**src/rtl/pll_drp_if.sv**
```systemverilog
// Requester-side bus of the PLL DRP arbiter: per-requester request/response lanes.
// The N_REQ of the interface instance must equal that of the arbiter.
interface pll_drp_if #(
  parameter int N_REQ = 2
) ();
  logic [N_REQ-1:0]    req_valid;
  logic [N_REQ-1:0]    req_we;
  logic [7*N_REQ-1:0]  req_addr;
  logic [16*N_REQ-1:0] req_di;
  logic [N_REQ-1:0]    req_lock;
  logic [N_REQ-1:0]    req_pll_rst;
  logic [N_REQ-1:0]    req_ready;
  logic [N_REQ-1:0]    grant;
  logic [N_REQ-1:0]    resp_valid;
  logic [15:0]         resp_do;
  logic                resp_err;

  modport master (
    output req_valid, req_we, req_addr, req_di, req_lock, req_pll_rst,
    input  req_ready, grant, resp_valid, resp_do, resp_err
  );

  modport slave (
    input  req_valid, req_we, req_addr, req_di, req_lock, req_pll_rst,
    output req_ready, grant, resp_valid, resp_do, resp_err
  );
endinterface

```
**src/rtl/pll_drp_arbiter.sv**
```systemverilog
// Round-robin arbiter sharing one PLLE2_ADV DRP port among N_REQ requesters,
// with owner lock for read-modify-write, drdy timeout and owner-driven PLL reset.
module pll_drp_arbiter #(
  parameter int N_REQ   = 2,
  parameter int TIMEOUT = 64
) (
  input  logic        clk,
  input  logic        rst_n,
  pll_drp_if.slave    bus,
  output logic        den,
  output logic        dwe,
  output logic [6:0]  daddr,
  output logic [15:0] di,
  input  logic [15:0] do_i,
  input  logic        drdy,
  output logic        pll_rst
);
  localparam int IW = (N_REQ > 1) ? $clog2(N_REQ) : 1;
  localparam int TW = $clog2(TIMEOUT) + 1;
  localparam logic [IW-1:0] LAST_IDX  = IW'(N_REQ - 1);
  localparam logic [TW-1:0] TIMER_END = TW'(TIMEOUT - 1);

  typedef enum logic [1:0] {
    ST_IDLE  = 2'd0,
    ST_GRANT = 2'd1,
    ST_WAIT  = 2'd2
  } state_t;

  state_t           state_reg, state_next;
  logic [IW-1:0]    owner_reg, owner_next;
  logic [IW-1:0]    rr_reg, rr_next;
  logic [N_REQ-1:0] grant_reg, grant_next;
  logic [N_REQ-1:0] resp_valid_reg, resp_valid_next;
  logic [15:0]      resp_do_reg, resp_do_next;
  logic             resp_err_reg, resp_err_next;
  logic             den_reg, den_next;
  logic             dwe_reg, dwe_next;
  logic             wr_reg, wr_next;
  logic [6:0]       daddr_reg, daddr_next;
  logic [15:0]      di_reg, di_next;
  logic [TW-1:0]    timer_reg, timer_next;
  logic             pll_rst_reg, pll_rst_next;

  logic [6:0]  addr_arr  [N_REQ];
  logic [15:0] wdata_arr [N_REQ];

  generate
    for (genvar gi = 0; gi < N_REQ; gi++) begin : g_slice
      assign addr_arr[gi]  = bus.req_addr[7*gi +: 7];
      assign wdata_arr[gi] = bus.req_di[16*gi +: 16];
    end
  endgenerate

  // First requesting index at or after rr_reg, wrapping; lowest offset wins.
  logic          pick_valid;
  logic [IW-1:0] pick_idx;
  logic [IW:0]   cand;

  always_comb begin
    pick_valid = 1'b0;
    pick_idx   = '0;
    cand       = '0;
    for (int k = N_REQ - 1; k >= 0; k--) begin
      cand = {1'b0, rr_reg} + (IW+1)'(k);
      if (cand >= (IW+1)'(N_REQ)) begin
        cand = cand - (IW+1)'(N_REQ);
      end
      if (bus.req_valid[cand[IW-1:0]]) begin
        pick_valid = 1'b1;
        pick_idx   = cand[IW-1:0];
      end
    end
  end

  logic          own_valid, own_we, own_lock;
  logic [IW-1:0] rr_after_owner;

  assign own_valid      = bus.req_valid[owner_reg];
  assign own_we         = bus.req_we[owner_reg];
  assign own_lock       = bus.req_lock[owner_reg];
  assign rr_after_owner = (owner_reg == LAST_IDX) ? '0 : owner_reg + IW'(1);

  always_ff @(posedge clk or negedge rst_n) begin
    if (!rst_n) begin
      state_reg      <= ST_IDLE;
      owner_reg      <= '0;
      rr_reg         <= '0;
      grant_reg      <= '0;
      resp_valid_reg <= '0;
      resp_do_reg    <= '0;
      resp_err_reg   <= 1'b0;
      den_reg        <= 1'b0;
      dwe_reg        <= 1'b0;
      wr_reg         <= 1'b0;
      daddr_reg      <= '0;
      di_reg         <= '0;
      timer_reg      <= '0;
      pll_rst_reg    <= 1'b0;
    end else begin
      state_reg      <= state_next;
      owner_reg      <= owner_next;
      rr_reg         <= rr_next;
      grant_reg      <= grant_next;
      resp_valid_reg <= resp_valid_next;
      resp_do_reg    <= resp_do_next;
      resp_err_reg   <= resp_err_next;
      den_reg        <= den_next;
      dwe_reg        <= dwe_next;
      wr_reg         <= wr_next;
      daddr_reg      <= daddr_next;
      di_reg         <= di_next;
      timer_reg      <= timer_next;
      pll_rst_reg    <= pll_rst_next;
    end
  end

  always_comb begin
    state_next      = state_reg;
    owner_next      = owner_reg;
    rr_next         = rr_reg;
    grant_next      = grant_reg;
    resp_valid_next = '0;
    resp_do_next    = '0;
    resp_err_next   = 1'b0;
    den_next        = 1'b0;
    dwe_next        = 1'b0;
    wr_next         = wr_reg;
    daddr_next      = daddr_reg;
    di_next         = di_reg;
    timer_next      = timer_reg;

    case (state_reg)
      ST_IDLE: begin
        grant_next = '0;
        if (pick_valid) begin
          owner_next           = pick_idx;
          grant_next[pick_idx] = 1'b1;
          state_next           = ST_GRANT;
        end
      end
      ST_GRANT: begin
        if (own_valid) begin
          den_next   = 1'b1;
          dwe_next   = own_we;
          wr_next    = own_we;
          daddr_next = addr_arr[owner_reg];
          di_next    = wdata_arr[owner_reg];
          timer_next = '0;
          state_next = ST_WAIT;
        end else if (!own_lock) begin
          grant_next = '0;
          rr_next    = rr_after_owner;
          state_next = ST_IDLE;
        end
      end
      ST_WAIT: begin
        // Timer starts the cycle after den, so an abort lands TIMEOUT+1 cycles after den.
        if (drdy || (!den_reg && timer_reg == TIMER_END)) begin
          resp_valid_next = grant_reg;
          resp_err_next   = !drdy;
          resp_do_next    = (drdy && !wr_reg) ? do_i : 16'h0000;
          if (own_lock) begin
            state_next = ST_GRANT;
          end else begin
            grant_next = '0;
            rr_next    = rr_after_owner;
            state_next = ST_IDLE;
          end
        end else if (!den_reg) begin
          timer_next = timer_reg + TW'(1);
        end
      end
      default: begin
        grant_next = '0;
        state_next = ST_IDLE;
      end
    endcase

    pll_rst_next = (state_next == ST_IDLE) ? 1'b0 : bus.req_pll_rst[owner_next];
  end

  always_comb begin
    bus.req_ready = '0;
    if (state_reg == ST_GRANT) begin
      bus.req_ready[owner_reg] = own_valid;
    end
  end

  assign bus.grant      = grant_reg;
  assign bus.resp_valid = resp_valid_reg;
  assign bus.resp_do    = resp_do_reg;
  assign bus.resp_err   = resp_err_reg;
  assign den            = den_reg;
  assign dwe            = dwe_reg;
  assign daddr          = daddr_reg;
  assign di             = di_reg;
  assign pll_rst        = pll_rst_reg;
endmodule

```
**src/flat_wrapper.sv**
```systemverilog
// flat-port wrapper written by rule: the top's interface ports become plain ports
module pll_drp_arbiter_flat 
#(
  parameter int N_REQ   = 2,
  parameter int TIMEOUT = 64
)
  (clk, rst_n, den, dwe, daddr, di, do_i, drdy, pll_rst, bus_req_valid, bus_req_we, bus_req_addr, bus_req_di, bus_req_lock, bus_req_pll_rst, bus_req_ready, bus_grant, bus_resp_valid, bus_resp_do, bus_resp_err);
  pll_drp_if #(.N_REQ(N_REQ)) bus_i ();
  input  logic clk;
  input  logic rst_n;
  output logic den;
  output logic dwe;
  output logic [6:0] daddr;
  output logic [15:0] di;
  input  logic [15:0] do_i;
  input  logic drdy;
  output logic pll_rst;
  input wire logic [$bits(bus_i.req_valid)-1:0] bus_req_valid;
  input wire logic [$bits(bus_i.req_we)-1:0] bus_req_we;
  input wire logic [$bits(bus_i.req_addr)-1:0] bus_req_addr;
  input wire logic [$bits(bus_i.req_di)-1:0] bus_req_di;
  input wire logic [$bits(bus_i.req_lock)-1:0] bus_req_lock;
  input wire logic [$bits(bus_i.req_pll_rst)-1:0] bus_req_pll_rst;
  output wire logic [$bits(bus_i.req_ready)-1:0] bus_req_ready;
  output wire logic [$bits(bus_i.grant)-1:0] bus_grant;
  output wire logic [$bits(bus_i.resp_valid)-1:0] bus_resp_valid;
  output wire logic [$bits(bus_i.resp_do)-1:0] bus_resp_do;
  output wire logic [$bits(bus_i.resp_err)-1:0] bus_resp_err;
  assign bus_i.req_valid = bus_req_valid;
  assign bus_i.req_we = bus_req_we;
  assign bus_i.req_addr = bus_req_addr;
  assign bus_i.req_di = bus_req_di;
  assign bus_i.req_lock = bus_req_lock;
  assign bus_i.req_pll_rst = bus_req_pll_rst;
  assign bus_req_ready = bus_i.req_ready;
  assign bus_grant = bus_i.grant;
  assign bus_resp_valid = bus_i.resp_valid;
  assign bus_resp_do = bus_i.resp_do;
  assign bus_resp_err = bus_i.resp_err;
  pll_drp_arbiter #(.N_REQ(N_REQ), .TIMEOUT(TIMEOUT)) u_core (.clk(clk), .rst_n(rst_n), .bus(bus_i), .den(den), .dwe(dwe), .daddr(daddr), .di(di), .do_i(do_i), .drdy(drdy), .pll_rst(pll_rst));
endmodule
```
**config.mk**
```make
export PLATFORM = sky130hd
export DESIGN_NAME = pll_drp_arbiter_flat
export DESIGN_NICKNAME = d
export VERILOG_FILES = /design/src/rtl/pll_drp_if.sv /design/src/rtl/pll_drp_arbiter.sv /design/src/flat_wrapper.sv
export SDC_FILE = /design/constraint.sdc
export NUM_CORES = 1
export LEC_CHECK = 0
export CAP_MARGIN = 5
export CORE_MARGIN = 2
export CORE_UTILIZATION = 44
export CTS_CLUSTER_DIAMETER = 150
export CTS_CLUSTER_SIZE = 20
export DETAILED_ROUTE_END_ITERATION = 10
export GPL_TIMING_DRIVEN = 0
export HOLD_SLACK_MARGIN = 0.15
export PLACE_DENSITY = 0.85
export SYNTH_ARGS = -nofsm -noshare
export SYNTH_HDL_FRONTEND = slang
export SYNTH_SLANG_ARGS = --single-unit
```
**constraint.sdc**
```tcl
create_clock -name clk -period 5.46 [get_ports clk]
set_clock_uncertainty 0.05 [all_clocks]
set_input_delay 1.092 -clock clk [delete_from_list [all_inputs] [get_ports clk]]
set_output_delay 1.092 -clock clk [all_outputs]
set_load 0.05 [all_outputs]
```
-- Word-level counts from Yosys, hierarchy flattened
Index checks and enable logic that the tools add are counted.
- logic and storage cells: 117
- flip-flop bits (word level): 59
- output and inout bits: 49
- eq/ne operators: 8
- add/sub/neg operators: 5
- reduce and logical (&&, ||, !) cells: 15
- magnitude comparators: 10
- bitwise operators: 2
- multiplexer cells: 63
- operators with widths (cell ; count):
    $mux W16 ; 6
    $mux W7 ; 6
    $mux W1 ; 34
    $mux W2 ; 11
    $pmux W7 S2 ; 1
    $pmux W2 S3 ; 2
    $lt A1 B2 Y1 const B ; 5
    $add A7 B1 Y7 const B ; 1
    $eq A7 B6 Y1 const B ; 1
    $ne A2 B2 Y1 const B ; 3
    $ge A2 B2 Y1 const B ; 2
    $logic_and A1 B1 Y1 ; 4
    $logic_not A2 Y1 ; 2
    $ne A2 B1 Y1 const B ; 2
    $reduce_and A2 Y1 ; 2
    $reduce_and A4 Y1 ; 1
    $logic_not A1 Y1 ; 3
    $reduce_and A3 Y1 ; 1
    $add A1 B1 Y2 const B ; 1
    $and A2 B2 Y2 ; 1
    $demux W1 S1 ; 2
    $eq A2 B1 Y1 const B ; 1
    $eq A2 B2 Y1 const B ; 1
    $ge A1 B1 Y1 const B ; 2
    other kinds (7) ; 8

-- Longest topological paths before layout
- depth after elaboration: 13
- depth in mapped cells: 8
- depth with buffers taken out: 7

-- Worst setup path before layout
OpenSTA, ideal clock, no wires.
- path kind: input to output
- from: input bus_req_valid[1]
- to: output bus_req_ready[1]
- cell stages on the path: 1
- required time: 4.318 ns
- setup slack: 2.777 ns
- path buffers: 0
- data arrival time: 1.541 ns
- cell sequence: and3_1
- word-level cells in the longest chain between the ends: 4
- RTL lines (what ; line ; source):
    start: declaration ; flat_wrapper.sv:18 ; input wire logic [$bits(bus_i.req_valid)-1:0] bus_req_valid;
    $mux W1 (implied by the code) (2 in a row) ; pll_drp_arbiter.sv:78 ; assign own_valid = bus.req_valid[owner_reg];
    $and A2 B2 Y2 (no line) ; n/a ;
    $mux W2 ; pll_drp_arbiter.sv:184 ; if (state_reg == ST_GRANT) begin
    end: declaration ; flat_wrapper.sv:24 ; output wire logic [$bits(bus_i.req_ready)-1:0] bus_req_ready;
No other way between the ends. The select of a mux whose other input is x is not followed.

-- Worst setup path after layout
- from: input bus_req_valid[0]
- to: output bus_req_ready[0]
The elaborated chain is that of the path after synthesis.

==> summary.txt <==
Synth area leaders -> dfrtp_1 56%, mux2i_1 10%, nand2_1 4.7%, o21ai_0 4.6%, and2_1 4.1%
DRT Pass-1 Iters -> 5
Residual DRC -> 0
Arrival time at the worst endpoint -> 2660 ps
Die Span X -> 81.1 um
Fin crit share -> 0.697
Sequential area share after synthesis -> 0.564
Area taken by multi-input logic gates -> 0.00107 mm2
Worst IR Drop VDD -> 0.000316 V
Synth Flop Type -> dfrtp_1
CTS resizes -> 0
Leak Pwr -> 1.92 nW
Fmax -> 263 MHz
Fill count -> 423
Status -> complete, no violations
Util after Layout -> 0.712
Syn_nets -> 314
Vias in the first global route -> 2171
TritonCTS Buffers -> 9
Final #Nets -> 447
Post-synth EDFFs -> 0
Cell with the most instances after synthesis -> dfrtp_1
Syn_area_per_cell -> 11.1 um2
Post-route cell area -> 0.00417 mm2
PD cells -> 522 mW/mm2
Cell area after placement -> 0.00394 mm2
Dpl hpwl -> 5210 um
Core ar. -> 0.00585 mm2
Routed WL per cell -> 15.3 um
Clock slew at reported path FFs -> 60 ps
Layout area overhead -> 59.1%
Max Cap Viol -> 0
Initial Utilization -> 0.448
Vias per std cell -> 4.99
Hold crit path type -> reg2reg
Async S/R FF share, synth -> 1.00
Routed WL -> 6850 um
Cell row count -> 28
Total gr overflow -> 0
RSZ-0062 raised after global routing -> false
Initial DRC Count -> 106
Sink Count -> 59
Crit start category -> primary input
Final hold violations -> 0
CP required -> 4320 ps
Cell count after synthesis -> 236
Port Buf Inserts -> 121
Clock Latency Late Sink -> 330 ps
Kind of end point of the critical path -> output port
Mapped cell area -> 0.00262 mm2
ANT cells -> 0
CTS Buffer Depth -> 2
Worst slew pin tran -> 672 ps
Worst slew margin -> 0.552
Share of layout cells above drive strength 1 -> 0.0829
Post-layout power -> 2.18 mW
Largest area contributor in the netlist -> dfrtp_1
Register area -> 0.00148 mm2
CTS Hold Bufs -> 0
Die area -> 0.00658 mm2
Setup CP Type -> in2out
Global-route wire length before repair -> 10200 um
Root buffer cell -> clkbuf_8
Via Count -> 2240
Number of antenna violations at the first check in global routing -> 0
Routability-driven placement congestion ratio -> 0.777
Smallest hold slack -> 427 ps
Synth Warn # -> 0
Largest net degree at the start of global routing -> 41
Final number of setup-violating endpoints -> 0
Flop2flop setup slack -> 3260 ps
Final Slew Violations -> 0
Number of top-level pins -> 122
CTS H-tree depth -> 3
Crit path max fanout -> 6
Non-Filler Instances -> 449
Routed Antenna Nets -> 0
DP Worst Slack -> 1660 ps
Gr usage total -> 0.211
Cell variety after synth -> 34
Chip Height -> 81.1 um
Placed cells -> 433
Flops & latches, synth -> 59
CTS tree -> yes
Synth top area share -> 0.564
Post-CTS Setup Inserts -> 0
Post-Route Setup TNS -> 0 ps
Worst Slack Setup Final -> 1650 ps
Synth top cells by count -> 59 x dfrtp_1, 33 x nand2_1, 27 x mux2i_1, 24 x o21ai_0, 17 x and2_1
Min Tclk post-route -> 3810 ps
[cell usage in the layout (no fill, tap or decap), drive strengths merged, types with 6 or more instances in the layout]
| master | Yosys | layout |
|---|---|---|
| mux2i | 27 | 27 |
| nand2 | 33 | 33 |
| dfrtp | 59 | 59 |
| clkbuf | 7 | 19 |
| and2 | 17 | 17 |
| o21ai | 25 | 25 |
| buf | 5 | 7 |
| nor2 | 12 | 12 |
| clkdlybuf4s50 | 0 | 120 |
| inv | 6 | 6 |
[final timing paths]
kind                       cells past startpoint           startpoint                  end
max                                            3     bus_req_valid[0]     bus_req_ready[0]
min                                            2      u_core.daddr[6]      u_core.daddr[6]
max reg2reg                                    8  u_core.state_reg[0]  u_core.timer_reg[2]
min reg2reg                                    2      u_core.daddr[6]      u_core.daddr[6]
max in group asynchronous                      2                rst_n  u_core.bus.grant[0]
min in group asynchronous                      1                rst_n        u_core.wr_reg
[routing by layer]
metal | vias up | GRT usage | routed length (um)
met1 | 1057 | 0.237 | 2630
met2 | 95 | 0.374 | 3550
met5 | - | 0 | 0
met3 | 13 | 0.0511 | 534
li1 | 1075 | - | -
met4 | 0 | 0.103 | 138
[layout make-up]
type | count | area share
clock buffer | 12 | 0.0372
sequential | 59 | 0.354
multi-input combinational | 159 | 0.257
inverter | 6 | 0.00541
tap | 75 | 0.0225
clock inverter | 4 | 0.0174
timing repair buffer | 122 | 0.294
buffer | 12 | 0.0120
[worst max-delay path, stage by stage]
cell and delay, ps:
clkdlybuf4s50_1 590, and3b_1 190, clkdlybuf4s50_1 800
[cell families (layout without fill, tap and decap cells)]
| kind of cell | count (synthesis) | in the layout | share of synthesized area |
|---|---|---|---|
| compound gates | 47 | 47 | 0.118 |
| flops | 59 | 59 | 0.564 |
| buf+inv | 18 | 156 | 0.0277 |
| fa+ha+maj | 5 | 5 | 0.0239 |
| mux | 32 | 32 | 0.125 |
| simple gates | 72 | 72 | 0.131 |
| xor+xnor | 3 | 3 | 0.0100 |
[power by group]
group          total [mW]  internal [mW]  switching, mW
clock network       0.447          0.281          0.165
registers           0.629          0.560         0.0682
logic                1.10          0.396          0.706
total                2.18           1.24          0.939
Power figures use the tool's default switching activity.
